===== config.mk =====
export PLATFORM = sky130hd
export DESIGN_NAME = max_selector_tree
export DESIGN_NICKNAME = d
export VERILOG_FILES = /design/src/rtl/max_selector_tree.sv
export SDC_FILE = /design/constraint.sdc
export NUM_CORES = 1
export LEC_CHECK = 0
export ABC_AREA = 0
export CAP_MARGIN = 20
export CELL_PAD_IN_SITES_DETAIL_PLACEMENT = 1
export CELL_PAD_IN_SITES_GLOBAL_PLACEMENT = 1
export CORE_MARGIN = 10
export CORE_UTILIZATION = 42
export CTS_BUF_LIST = sky130_fd_sc_hd__clkbuf_8
export DETAILED_ROUTE_END_ITERATION = 12
export GPL_TIMING_DRIVEN = 0
export PLACE_DENSITY_LB_ADDON = 0.1
export SYNTH_ARGS = -nofsm -noshare
export SYNTH_HDL_FRONTEND = slang
export SYNTH_SLANG_ARGS = --single-unit

===== constraint.sdc =====
create_clock -name clock -period 3.2 [get_ports clock]
set_clock_uncertainty 0.15 [all_clocks]
set_input_delay 0.64 -clock clock [delete_from_list [all_inputs] [get_ports clock]]
set_output_delay 0.64 -clock clock [all_outputs]
set_load 0.02 [all_outputs]

===== src/rtl/max_selector_tree.sv =====
// rtl/max_selector_tree.sv - pipelined N-way max (or min) selector over (value, discriminant) pairs
// Optional feature: define MAX_SELECTOR_TREE_MIN_MODE_EN to select the smallest discriminant instead.
module max_selector_tree #(
  parameter int CHANNELS          = 8,
  parameter int VALUE_SIZE        = 4,
  parameter int DISCRIMINANT_SIZE = 4,
  parameter int INDEX_SIZE        = $clog2(CHANNELS)
) (
  input  logic                                  clock,
  input  logic                                  reset,
  input  logic                                  in_valid,
  output logic                                  in_ready,
  input  logic [CHANNELS-1:0]                   in_mask,
  input  logic [CHANNELS*VALUE_SIZE-1:0]        in_values,
  input  logic [CHANNELS*DISCRIMINANT_SIZE-1:0] in_discriminants,
  output logic                                  out_valid,
  input  logic                                  out_ready,
  output logic                                  out_found,
  output logic [VALUE_SIZE-1:0]                 out_value,
  output logic [DISCRIMINANT_SIZE-1:0]          out_discriminant,
  output logic [INDEX_SIZE-1:0]                 out_index
);

  localparam int STAGES = $clog2(CHANNELS);
  localparam int LEAVES = 1 << STAGES;
  localparam int TREE   = 2 * LEAVES - 1;

  typedef struct packed {
    logic                         found;
    logic [VALUE_SIZE-1:0]        value;
    logic [DISCRIMINANT_SIZE-1:0] disc;
    logic [INDEX_SIZE-1:0]        index;
  } node_t;

  // Right (higher index) wins unless left is strictly better, so ties go to the highest channel.
  function automatic node_t f_pick(input node_t a_l, input node_t a_r);
    node_t v_res;
    logic  v_left;
    v_res = '0;
`ifdef MAX_SELECTOR_TREE_MIN_MODE_EN
    v_left = a_l.disc < a_r.disc;
`else
    v_left = a_l.disc > a_r.disc;
`endif
    if (a_l.found && a_r.found) begin
      v_res = v_left ? a_l : a_r;
    end else if (a_l.found) begin
      v_res = a_l;
    end else if (a_r.found) begin
      v_res = a_r;
    end
    return v_res;
  endfunction

  // Flat tree: entries [0, LEAVES) are the input leaves, then each stage's registered nodes in order.
  node_t             w_tree [TREE];
  logic [STAGES:0]   w_stage_valid;
  logic              w_stall;
  node_t             w_root;

  assign w_stage_valid[0] = in_valid;

  for (genvar i = 0; i < LEAVES; i++) begin : g_leaf
    if (i < CHANNELS) begin : g_real
      assign w_tree[i] = '{found: in_mask[i],
                           value: in_values[i*VALUE_SIZE +: VALUE_SIZE],
                           disc:  in_discriminants[i*DISCRIMINANT_SIZE +: DISCRIMINANT_SIZE],
                           index: INDEX_SIZE'(i)};
    end else begin : g_pad
      assign w_tree[i] = '0;
    end
  end

  for (genvar s = 0; s < STAGES; s++) begin : g_stage
    localparam int NODES    = LEAVES >> (s + 1);
    localparam int IN_BASE  = 2 * LEAVES - ((2 * LEAVES) >> s);
    localparam int OUT_BASE = 2 * LEAVES - (LEAVES >> s);

    node_t r_node [NODES];
    logic  r_valid;

    always_ff @(posedge clock or posedge reset) begin
      if (reset) begin
        r_valid <= 1'b0;
        for (int n = 0; n < NODES; n++) begin
          r_node[n] <= '0;
        end
      end else if (!w_stall) begin
        r_valid <= w_stage_valid[s];
        if (w_stage_valid[s]) begin
          for (int n = 0; n < NODES; n++) begin
            r_node[n] <= f_pick(w_tree[IN_BASE + 2*n], w_tree[IN_BASE + 2*n + 1]);
          end
        end
      end
    end

    assign w_stage_valid[s+1] = r_valid;

    for (genvar n = 0; n < NODES; n++) begin : g_out
      assign w_tree[OUT_BASE + n] = r_node[n];
    end
  end

  assign w_root           = w_tree[TREE-1];
  assign out_valid        = w_stage_valid[STAGES];
  assign w_stall          = out_valid & ~out_ready;
  assign in_ready         = ~w_stall;
  assign out_found        = w_root.found;
  assign out_value        = w_root.value;
  assign out_discriminant = w_root.disc;
  assign out_index        = w_root.index;

endmodule

==> impl_results.rst <==
.. list-table::
   :header-rows: 1

   * - Metric
     - Value
   * - Result of the run
     - completed
   * - Die span in y
     - 133.7 um
   * - Post-Syn Instances
     - 616
   * - Wirelength, routed
     - ~18 mm
   * - Final Cycle Share
     - 0.8660
   * - Share of Yosys cell area claimed by the top area cell type
     - 0.3598
   * - Antenna-violating nets left
     - 0
   * - Post-Synthesis Net Count
     - 720
   * - Path class of the lowest-slack min-delay path
     - reg -> reg
   * - Pin count of the biggest net entering global routing
     - 53
   * - Clock H-tree levels
     - 3
   * - Number of violations of the max-capacitance limit
     - 0
   * - Number of nets in the layout
     - 821
   * - Cell area after placement
     - 6561 sq um
   * - Leading area contributor after synthesis
     - dfrtp_1
   * - Layout Cell Area excl Fill
     - 6799 sq um
   * - CP max stage delay
     - a little over 0.6 ns
   * - Initial Util
     - 0.4299
   * - Quantity of hold-fixing buffers added after cts
     - 0
   * - # clock sinks
     - 78
   * - DRT iter0 DRCs
     - 387
   * - Time the worst path needs with I/O delays and setup
     - 2.771 ns
   * - Worst slew pin tran
     - between 0.5 and 0.6 ns
   * - Leakage component of the power
     - 2.897 nW
   * - Number of rows created at floorplan
     - 41
   * - Synth area leaders
     - dfrtp_1 (36%), mux2i_1 (8.1%), ha_1 (6.5%), a221oi_1 (5.7%), o21ai_0 (5.0%)
   * - Fmax
     - 360.8 MHz
   * - Clock-pin slew on the worst setup and hold paths
     - 0.08 ns
   * - Switching Fraction
     - 0.4198
   * - Number of synthesized flops with an enable pin
     - 0
   * - Input/output buffers
     - 89
   * - Cell Chain, Critical Path
     - clkdlybuf4s50_1 -> nand2b_4 -> buf_6 -> clkdlybuf4s50_1
   * - Bufs on Longest Clock Path
     - 2
   * - Total power density per cell area
     - 760.1 nW/um^2
   * - Number of endpoints with negative hold slack in the final report
     - 0
   * - Crit. End Element
     - primary output
   * - Startpoint class of the critical path
     - primary input
   * - Crit Path Max Fanout
     - 10
   * - Power spent charging and discharging nets
     - roughly 0.0022 W
   * - Pint
     - 0.002999 W
   * - Total DRC errors in the routed layout
     - 0
   * - Combinational fraction of design power
     - 0.479
   * - Register bit total from synthesis
     - 78
   * - Number of iterations in the first detailed-routing pass
     - 5
   * - Area Growth Syn to Fin
     - 25.32%
   * - Most common library cell in the layout ignoring fill and taps
     - clkdlybuf4s50_1
   * - Num ports
     - 90
   * - Antenna diode count
     - 0
   * - Kind of critical path
     - in -> out
   * - Wire length of the first global-routing pass
     - 29.76 mm
   * - Post-synthesis cell type count
     - 45
   * - Clock buffers created by TritonCTS
     - 9
   * - Max-slew headroom
     - 0.6351
   * - Die footprint
     - around 18000 sq um
   * - Leading cell types in the layout, fill and taps excluded
     - clkdlybuf4s50_1 (89), dfrtp_1 (78), nor2_1 (57), o21ai_0 (54), a21oi_1 (49)
   * - Antenna violations before repair
     - 0
   * - RSZ-0062 raised after global routing
     - no
   * - Avg Vias per Cell
     - about 6.0
   * - Data arrival time of the worst path
     - 1.98 ns
   * - Required time at the worst-slack endpoint
     - between 2 and 2.5 ns
   * - Library cell contributing the largest single delay on the critical path
     - clkdlybuf4s50_1
   * - Final-layout setup total negative slack
     - 0 ns
   * - Die Width
     - 133.7 um
   * - RePlAce Congestion
     - 0.8588
   * - Global route overflow
     - 0
   * - Root Driver
     - clkbuf_8
   * - Global routing usage summed across all routing layers
     - 0.2023
   * - Latest clock arrival within the worst-skew pair
     - ~0.37 ns
   * - Yosys warning total
     - 0
   * - Mean routed wirelength per cell
     - 20.29 um
   * - Ys async rst share
     - 1.000
   * - Post-CTS resize count
     - 0
   * - Via count
     - ~5.4k
   * - Critical path buffer and inverter count
     - 3
   * - Most prevalent standard cell on the critical path
     - clkdlybuf4s50_1
   * - Core outline area
     - 12620 sq um
   * - Clock tree from TritonCTS
     - yes
   * - VDD IR-drop max
     - 0.2841 mV
   * - Share of synthesized area occupied by flip-flops and latches
     - 0.3598
   * - Pins Over Slew Limit
     - 0
   * - Layout cells sized above 1
     - 0.09003
   * - Vias in the first global route
     - roughly 5.7k
   * - Gate family responsible for the most delay along the worst path
     - buffers and inverters
   * - Post-synthesis area per instance
     - 8.807 sq um
   * - Final setup violation count
     - 0
   * - HPWL after detailed placement
     - ~14 mm
   * - Clock power frac
     - 0.174
   * - Portion of total power attributed to sequential cells
     - 0.347
   * - Setup slack on the worst flop-to-flop path
     - approximately 1.1 ns
   * - Post-synth top flop
     - dfrtp_1
   * - Synth Cell Area
     - approximately 5400 sq um
   * - Post-CTS Repair Setup Buffers
     - 0
   * - Worst slack on hold paths
     - 0.3384 ns
==> through the flow <==
step	utilization	worst slack (ns)	std cells	power, W
after floorplan	-	0.4150	616	0.003371
after global placement	0.5175	-1.054	877	0.004118
after detailed placement	0.5199	0.4167	878	0.004268
after CTS	0.5388	0.4141	894	0.005181
after global routing	0.5388	0.3963	894	0.005516
final	0.5388	0.4287	894	0.005168
==> synthesized netlist by cell type, types with 2 or more instances <==
| master | count |
|---|---|
| dfrtp_1 | 78 |
| nor2_1 | 57 |
| o21ai_0 | 54 |
| a21oi_1 | 49 |
| mux2i_1 | 44 |
| nand2_1 | 39 |
| a221oi_1 | 35 |
| o22ai_1 | 35 |
| inv_1 | 34 |
| ha_1 | 28 |
| nor2b_1 | 16 |
| buf_2 | 12 |
| clkbuf_1 | 12 |
| nor3_1 | 11 |
| a21o_1 | 10 |
| a221o_1 | 9 |
| o31ai_1 | 9 |
| a21oi_2 | 8 |
| buf_1 | 8 |
| o211ai_1 | 8 |
| buf_4 | 7 |
| o21ai_2 | 7 |
| and2_1 | 6 |
| and4_1 | 5 |
| a211oi_1 | 4 |
| buf_6 | 4 |
| o21ai_1 | 4 |
| a31oi_1 | 3 |
| clkbuf_2 | 2 |
| nand4_1 | 2 |
| o21a_1 | 2 |
==> metal layers <==
layer	share of wire	vias to the layer above	track usage
li1	-	2506	-
met1	0.44	2696	0.2514
met2	0.51	144	0.3510
met3	0.041	28	0.03158
met4	0.015	0	0.06106
met5	0	-	0
==> kinds of logic (layout without fill, tap and decap cells) <==
family,count (synthesis),after routing,share of synthesized area
AND/OR/NAND/NOR,142,142,0.1222
adder cells (fa/ha/maj),28,28,0.06458
AO/OA/AOI/OAI,245,245,0.3040
multiplexers,44,44,0.08118
flip-flops,78,78,0.3598
buffers and inverters,79,185,0.06826
==> sequential cells by signal, summed over array words and instances (netlist names) <==
name	count
g_stage.r_node	63
out_discriminant	4
out_value	4
out_index	3
g_stage.r_valid	2
out_found	1
out_valid	1
==> power by group through the flow <==
| stage | Combinational, W | Clock [W] | Sequential [W] |
|---|---|---|---|
| final | 0.00247 | 0.000900 | 0.00179 |
| after global routing | 0.00273 | 0.000948 | 0.00184 |
| after CTS | 0.00248 | 0.000914 | 0.00178 |
| after detailed placement | 0.00247 | 0 | 0.00180 |
| after global placement | 0.00234 | 0 | 0.00177 |
| after floorplan | 0.00167 | 0 | 0.00170 |
==> worst paths after layout <==
| kind | cells after the start | from | endpoint |
|---|---|---|---|
| setup / recovery | 4 | out_ready | in_ready |
| hold / removal | 1 | out_index[2] | out_index[2] |
| setup reg to reg | 8 | g_stage[0].r_node[28] | g_stage[1].r_node[18] |
| hold reg to reg | 1 | out_index[2] | out_index[2] |
| max in group asynchronous | 3 | reset | g_stage[0].r_node[16] |
| min in group asynchronous | 2 | reset | g_stage[0].r_node[3] |
==> final cells by class <==
type	instances	area [sq um]
Buffer	45	242.7
Clock buffer	9	123.9
Clock inverter	7	113.9
Fill cell	1542	5821
Inverter	34	130.1
Multi-Input combinational cell	459	3103
Sequential cell	78	1952
Tap cell	172	215.2
Timing Repair Buffer	90	918.4
No activity file was read; power rests on OpenSTA's default activity.
